===== config.mk =====
export PLATFORM = sky130hd
export DESIGN_NAME = mant_align_flat
export DESIGN_NICKNAME = d
export VERILOG_FILES = /design/src/rtl/mant_align_if.sv /design/src/rtl/mant_align.sv /design/src/flat_wrapper.sv
export SDC_FILE = /design/constraint.sdc
export NUM_CORES = 1
export LEC_CHECK = 0
export ABC_AREA = 0
export CORE_ASPECT_RATIO = 0.8
export CORE_UTILIZATION = 50
export CTS_CLUSTER_DIAMETER = 80
export CTS_CLUSTER_SIZE = 40
export DETAILED_ROUTE_END_ITERATION = 6
export GPL_ROUTABILITY_DRIVEN = 0
export PLACE_DENSITY = 0.85
export SETUP_SLACK_MARGIN = 0.1
export SLEW_MARGIN = 20
export SYNTH_ARGS = -nofsm -noshare
export SYNTH_HDL_FRONTEND = slang
export SYNTH_SLANG_ARGS = --single-unit
export TNS_END_PERCENT = 20

===== constraint.sdc =====
create_clock -name clk -period 4.6 [get_ports clk]
set_input_delay 0.92 -clock clk [delete_from_list [all_inputs] [get_ports clk]]
set_output_delay 0.92 -clock clk [all_outputs]
set_load 0.01 [all_outputs]

===== src/rtl/mant_align_if.sv =====
// Operand/result bundle between exponent subtraction, the mantissa aligner
// and the significand adder: valid/ready on both sides.
interface mant_align_if #(
    parameter int ex_width  = 8,
    parameter int man_width = 23
);
    logic                   in_valid;
    logic                   in_ready;
    logic [man_width:0]     Ma;
    logic [man_width:0]     Mb;
    logic [ex_width:0]      d;
    logic                   sign_exp;
    logic [ex_width-1:0]    max_exp;

    logic                   out_valid;
    logic                   out_ready;
    logic [man_width+3:0]   big_m;
    logic [man_width+3:0]   small_m;
    logic [ex_width-1:0]    exp_out;
    logic                   swap;

    modport master (
        output in_valid, Ma, Mb, d, sign_exp, max_exp, out_ready,
        input  in_ready, out_valid, big_m, small_m, exp_out, swap
    );

    modport slave (
        input  in_valid, Ma, Mb, d, sign_exp, max_exp, out_ready,
        output in_ready, out_valid, big_m, small_m, exp_out, swap
    );
endinterface


===== src/rtl/mant_align.sv =====
// Mantissa alignment: right-shifts the smaller-exponent mantissa by d, at most
// SHIFT_STEP places per cycle, folding every bit shifted out into sticky.
module mant_align #(
    parameter int ex_width   = 8,
    parameter int man_width  = 23,
    parameter int SHIFT_STEP = 4
) (
    input  logic        clk,
    input  logic        rst_n,
    mant_align_if.slave bus
);
    localparam int MW = man_width + 4;
    localparam int RW = $clog2(man_width + 5);
    localparam int SW = $clog2(SHIFT_STEP + 1);

    typedef enum logic [1:0] {
        IDLE,
        SHIFT,
        DONE
    } state_t;

    state_t              state_reg, state_next;
    logic [MW-1:0]       big_reg, big_next;
    logic [MW-1:0]       sh_reg, sh_next;
    logic [ex_width-1:0] exp_reg, exp_next;
    logic                swap_reg, swap_next;
    logic [RW-1:0]       rem_reg, rem_next;

    logic [31:0]         d_wide;
    logic [RW-1:0]       d_clamped;
    logic [RW-1:0]       step;
    logic [SW-1:0]       step_idx;
    logic [MW-1:0]       cand [SHIFT_STEP+1];

    // Any distance past the full register width flushes everything to sticky.
    assign d_wide    = 32'(bus.d);
    assign d_clamped = (d_wide > 32'(MW)) ? RW'(MW) : RW'(bus.d);

    assign step     = (rem_reg < RW'(SHIFT_STEP)) ? rem_reg : RW'(SHIFT_STEP);
    assign step_idx = SW'(step);

    // One candidate per possible shift distance; bit 0 of each ORs together
    // everything at or below the bit that lands in position 0.
    generate
        for (genvar gi = 0; gi <= SHIFT_STEP; gi++) begin : g_cand
            if (gi == 0) begin : g_zero
                assign cand[gi] = sh_reg;
            end else begin : g_shift
                logic [MW-1:0] moved;
                assign moved    = sh_reg >> gi;
                assign cand[gi] = {moved[MW-1:1], |sh_reg[gi:0]};
            end
        end
    endgenerate

    always_comb begin
        state_next = state_reg;
        big_next   = big_reg;
        sh_next    = sh_reg;
        exp_next   = exp_reg;
        swap_next  = swap_reg;
        rem_next   = rem_reg;
        case (state_reg)
            IDLE: begin
                if (bus.in_valid) begin
                    if (bus.sign_exp) begin
                        big_next = {bus.Mb, 3'b000};
                        sh_next  = {bus.Ma, 3'b000};
                    end else begin
                        big_next = {bus.Ma, 3'b000};
                        sh_next  = {bus.Mb, 3'b000};
                    end
                    exp_next   = bus.max_exp;
                    swap_next  = bus.sign_exp;
                    rem_next   = d_clamped;
                    state_next = (d_clamped != '0) ? SHIFT : DONE;
                end
            end
            SHIFT: begin
                sh_next  = cand[step_idx];
                rem_next = rem_reg - step;
                if (rem_reg == step) begin
                    state_next = DONE;
                end
            end
            DONE: begin
                if (bus.out_ready) begin
                    state_next = IDLE;
                end
            end
            default: begin
                state_next = IDLE;
            end
        endcase
    end

    always_ff @(posedge clk or negedge rst_n) begin
        if (!rst_n) begin
            state_reg <= IDLE;
            big_reg   <= '0;
            sh_reg    <= '0;
            exp_reg   <= '0;
            swap_reg  <= 1'b0;
            rem_reg   <= '0;
        end else begin
            state_reg <= state_next;
            big_reg   <= big_next;
            sh_reg    <= sh_next;
            exp_reg   <= exp_next;
            swap_reg  <= swap_next;
            rem_reg   <= rem_next;
        end
    end

    assign bus.in_ready  = (state_reg == IDLE);
    assign bus.out_valid = (state_reg == DONE);
    assign bus.big_m     = big_reg;
    assign bus.small_m   = sh_reg;
    assign bus.exp_out   = exp_reg;
    assign bus.swap      = swap_reg;
endmodule


===== src/flat_wrapper.sv =====
// flat-port wrapper written by rule: the top's interface ports become plain ports
module mant_align_flat 
#(
    parameter int ex_width   = 8,
    parameter int man_width  = 23,
    parameter int SHIFT_STEP = 4
)
  (clk, rst_n, bus_in_valid, bus_Ma, bus_Mb, bus_d, bus_sign_exp, bus_max_exp, bus_out_ready, bus_in_ready, bus_out_valid, bus_big_m, bus_small_m, bus_exp_out, bus_swap);
  mant_align_if #(.ex_width(ex_width), .man_width(man_width)) bus_i ();
  input  logic clk;
  input  logic rst_n;
  input wire logic [$bits(bus_i.in_valid)-1:0] bus_in_valid;
  input wire logic [$bits(bus_i.Ma)-1:0] bus_Ma;
  input wire logic [$bits(bus_i.Mb)-1:0] bus_Mb;
  input wire logic [$bits(bus_i.d)-1:0] bus_d;
  input wire logic [$bits(bus_i.sign_exp)-1:0] bus_sign_exp;
  input wire logic [$bits(bus_i.max_exp)-1:0] bus_max_exp;
  input wire logic [$bits(bus_i.out_ready)-1:0] bus_out_ready;
  output wire logic [$bits(bus_i.in_ready)-1:0] bus_in_ready;
  output wire logic [$bits(bus_i.out_valid)-1:0] bus_out_valid;
  output wire logic [$bits(bus_i.big_m)-1:0] bus_big_m;
  output wire logic [$bits(bus_i.small_m)-1:0] bus_small_m;
  output wire logic [$bits(bus_i.exp_out)-1:0] bus_exp_out;
  output wire logic [$bits(bus_i.swap)-1:0] bus_swap;
  assign bus_i.in_valid = bus_in_valid;
  assign bus_i.Ma = bus_Ma;
  assign bus_i.Mb = bus_Mb;
  assign bus_i.d = bus_d;
  assign bus_i.sign_exp = bus_sign_exp;
  assign bus_i.max_exp = bus_max_exp;
  assign bus_i.out_ready = bus_out_ready;
  assign bus_in_ready = bus_i.in_ready;
  assign bus_out_valid = bus_i.out_valid;
  assign bus_big_m = bus_i.big_m;
  assign bus_small_m = bus_i.small_m;
  assign bus_exp_out = bus_i.exp_out;
  assign bus_swap = bus_i.swap;
  mant_align #(.ex_width(ex_width), .man_width(man_width), .SHIFT_STEP(SHIFT_STEP)) u_core (.clk(clk), .rst_n(rst_n), .bus(bus_i));
endmodule

==> impl_metrics.json <==
{
  "status": "finished, final reports clean",
  "start_util_pct": 52.5,
  "die_y_um": 84.3,
  "port_buffers": 131,
  "cp_slowest_cell": "dfrtp_1",
  "routedWlPerCell_um": 18.6,
  "numCtsBuffers": 9,
  "p_leak_nw": 2.41,
  "setup-violations-final": 0,
  "drc_errors": 0,
  "path_class": "flip-flop to primary output",
  "syn2layout_area_growth_pct": 35.6,
  "ys_seq_elements": 67,
  "ys_warn_count": 0,
  "start_kind": "flip-flop",
  "min_from": "u_core.bus.exp_out[4]",
  "final_layout_size_suffix_gt1_share_pct": 9.34,
  "skew_ns": 0.00563,
  "cp.arrival_ns": 2.18,
  "vdd_drop_max_mv": 0.363,
  "mostFrequentLayoutCell": "clkdlybuf4s50_1",
  "critical_path_required_ns": 3.68,
  "use_met1_pct": 37.2,
  "grt.total_usage_pct": 30.0,
  "synth_ff_type": "dfrtp_1",
  "fin_nets": 655,
  "timing.rr.start": "u_core.state_reg[1]",
  "register_area_sq_um": 1680,
  "largest_reg_flops": 27,
  "critPathBufInv": 2,
  "setup_slack_ns": 1.50,
  "critPathMaxStageDelay_ns": 1.01,
  "wl_mm": 12.9,
  "power_density_nw_per_um2": 661,
  "postCtsHoldBufs": 0,
  "clock_latency_ns": 0.36,
  "clk_pin_slew_ns": 0.08,
  "crit_fanout": 29,
  "grt.busiest_layer": "met2",
  "reg2reg_slack_ns": 1.78,
  "nFillCells": 640,
  "dp.cells": 681,
  "cts_setup_buffers": 0,
  "die_area_sq_um": 8840,
  "fp.dieW_um": 105,
  "cts_resized": 0,
  "grt_pass1_wl_mm": 20.9,
  "multi_input_area_sq_um": 2350,
  "diodes": 0,
  "cp_top_family": "flip-flops",
  "synthArstFlopShare_pct": 100,
  "rows": 29,
  "clk_path_buf_depth": 2,
  "io_pins": 135,
  "ant_nets": 0,
  "crit_path_cell_trace": "nand2b_1 -> inv_1 -> clkdlybuf4s50_1",
  "cp-end-kind": "primary output",
  "finalHoldViolCount": 0,
  "grt_pass1_vias": 4208,
  "drv_slew": 0,
  "hold_path.class": "flip-flop to flip-flop",
  "tritoncts": "built",
  "ys_types": 50,
  "clock-sinks": 67,
  "fin_crit_ns": 3.10,
  "min_delay_worst_endpoint": "u_core.bus.exp_out[4]",
  "grt_max_degree": 50,
  "viasPerCell": 6.16,
  "layout_common_cells": "clkdlybuf4s50_1, nand2_1, dfrtp_1, o21ai_0, mux2i_1",
  "synth_area_leaders": "dfrtp_1, mux2i_1, nand2_1, mux2_2, o21ai_0",
  "period_share_pct": 67.4,
  "coreArea_sq_um": 8060,
  "netlist_area_sq_um": 4230,
  "relSlewSlack_pct": 28.9,
  "vias": 4294,
  "synth_edf_count": 0,
  "r2r_cells": 5,
  "synth_top_cell_by_area": "dfrtp_1",
  "cts.htree.levels": 3,
  "dpl.hpwl_mm": 9.11,
  "yosysSeqAreaShare_pct": 39.6,
  "synth_area_per_cell_sq_um": 8.86,
  "overflow": 0,
  "tns_ns": 0,
  "antenna_found_initial": 0,
  "hold_depth": 2,
  "yosys.area.top_type_share_pct": 39.6,
  "grtUsageMet3_pct": 8.77,
  "pre_cts_ws_ns": 1.68,
  "dr.pass1.iters": 5,
  "gr-usage-met2_pct": 48.9,
  "drv_cap": 0,
  "worst_pin_slew_ns": 1.06,
  "clockRootBuffer": "clkbuf_8",
  "drt_iter0_markers": 324,
  "syn-instance-count": 478,
  "fin_cells": 697,
  "rsz0062_at_grt": "false",
  "rr_endpoint": "u_core.bus.small_m[5]",
  "clock.fmax_mhz": 322
}
[report_power, final]
group,internal (mW),switching [mW]
combinational,1.02,0.947
sequential,0.879,0.429
clock,0.265,0.252
total,2.17,1.63
[stage by stage]
step / power, mW / utilization (%) / hold WS [ns] / cell area, sq um
final: 3.80 / 71.3 / 0.476 / 5740
after floorplan: 2.33 / - / 0.514 / 4240
after global routing: 4.03 / 71.3 / 0.513 / 5740
after detailed placement: 3.24 / 68.7 / 0.462 / 5540
after CTS: 3.77 / 71.2 / 0.482 / 5740
after global placement: 3.15 / 68.7 / 0.457 / 5540
[final cells by class]
| class | instances | share of cell area [%] |
|---|---|---|
| well taps | 108 | 2.35 |
| flip-flops and latches | 67 | 29.2 |
| inverters | 2 | 0.131 |
| clock buffers | 10 | 2.40 |
| repair buffers | 140 | 23.9 |
| multi-input cells | 364 | 40.9 |
| clock inverters | 6 | 1.11 |
[worst max path at each step]
| stage | startpoint | to | cells past startpoint |
|---|---|---|---|
| 6_report | u_core.state_reg[1] | bus_out_valid | 3 |
| 5_1_grt | u_core.state_reg[1] | bus_out_valid | 3 |
| 4_1_cts | u_core.state_reg[1] | bus_out_valid | 3 |
| 3_5_place_dp | bus_in_valid | u_core.bus.small_m[2] | 6 |
| 3_3_place_gp | bus_in_valid | u_core.bus.small_m[2] | 6 |
| 2_1_floorplan | u_core.rem_reg[2] | u_core.rem_reg[2] | 9 |
[metal layers]
metal	share of wire, %	routed length, um
met1	39	5070
met5	0	0
met4	3.5	458
met2	47	6140
met3	9.8	1270
[tightest hold or removal path, cell delays in order, from the launching register on]
cell and delay, ns:
dfrtp_1 0.34, nand2_1 0.05, nand2_1 0.05
[logic make-up (layout without fill, tap and decap cells)]
kind of cell    after synthesis  in the layout  share of synthesized area, %
compound gates              159            159                          23.7
fa+ha+maj                     1              1                         0.296
buf+inv                      49            158                          5.29
flops                        67             67                          39.6
mux                          72             72                          17.7
other cells                   2              4                         0.177
simple gates                128            128                          13.2
[Yosys cell counts (all sizes together), types with 2 or more instances]
library cell / count
nand2: 75
dfrtp: 67
o21ai: 53
mux2i: 49
a21oi: 41
clkbuf: 32
nor2: 25
mux2: 23
buf: 15
o31ai: 13
a221oi: 10
o221ai: 7
o32a: 7
o22ai: 6
nor3: 5
and3: 4
o21a: 4
or4: 4
a2111oi: 2
a211oi: 2
a22o: 2
and2: 2
conb: 2
inv: 2
nand2b: 2
nand3: 2
nor2b: 2
o211ai: 2
o311ai: 2
or2: 2
Note: power is estimated with default switching activity, not from simulation.
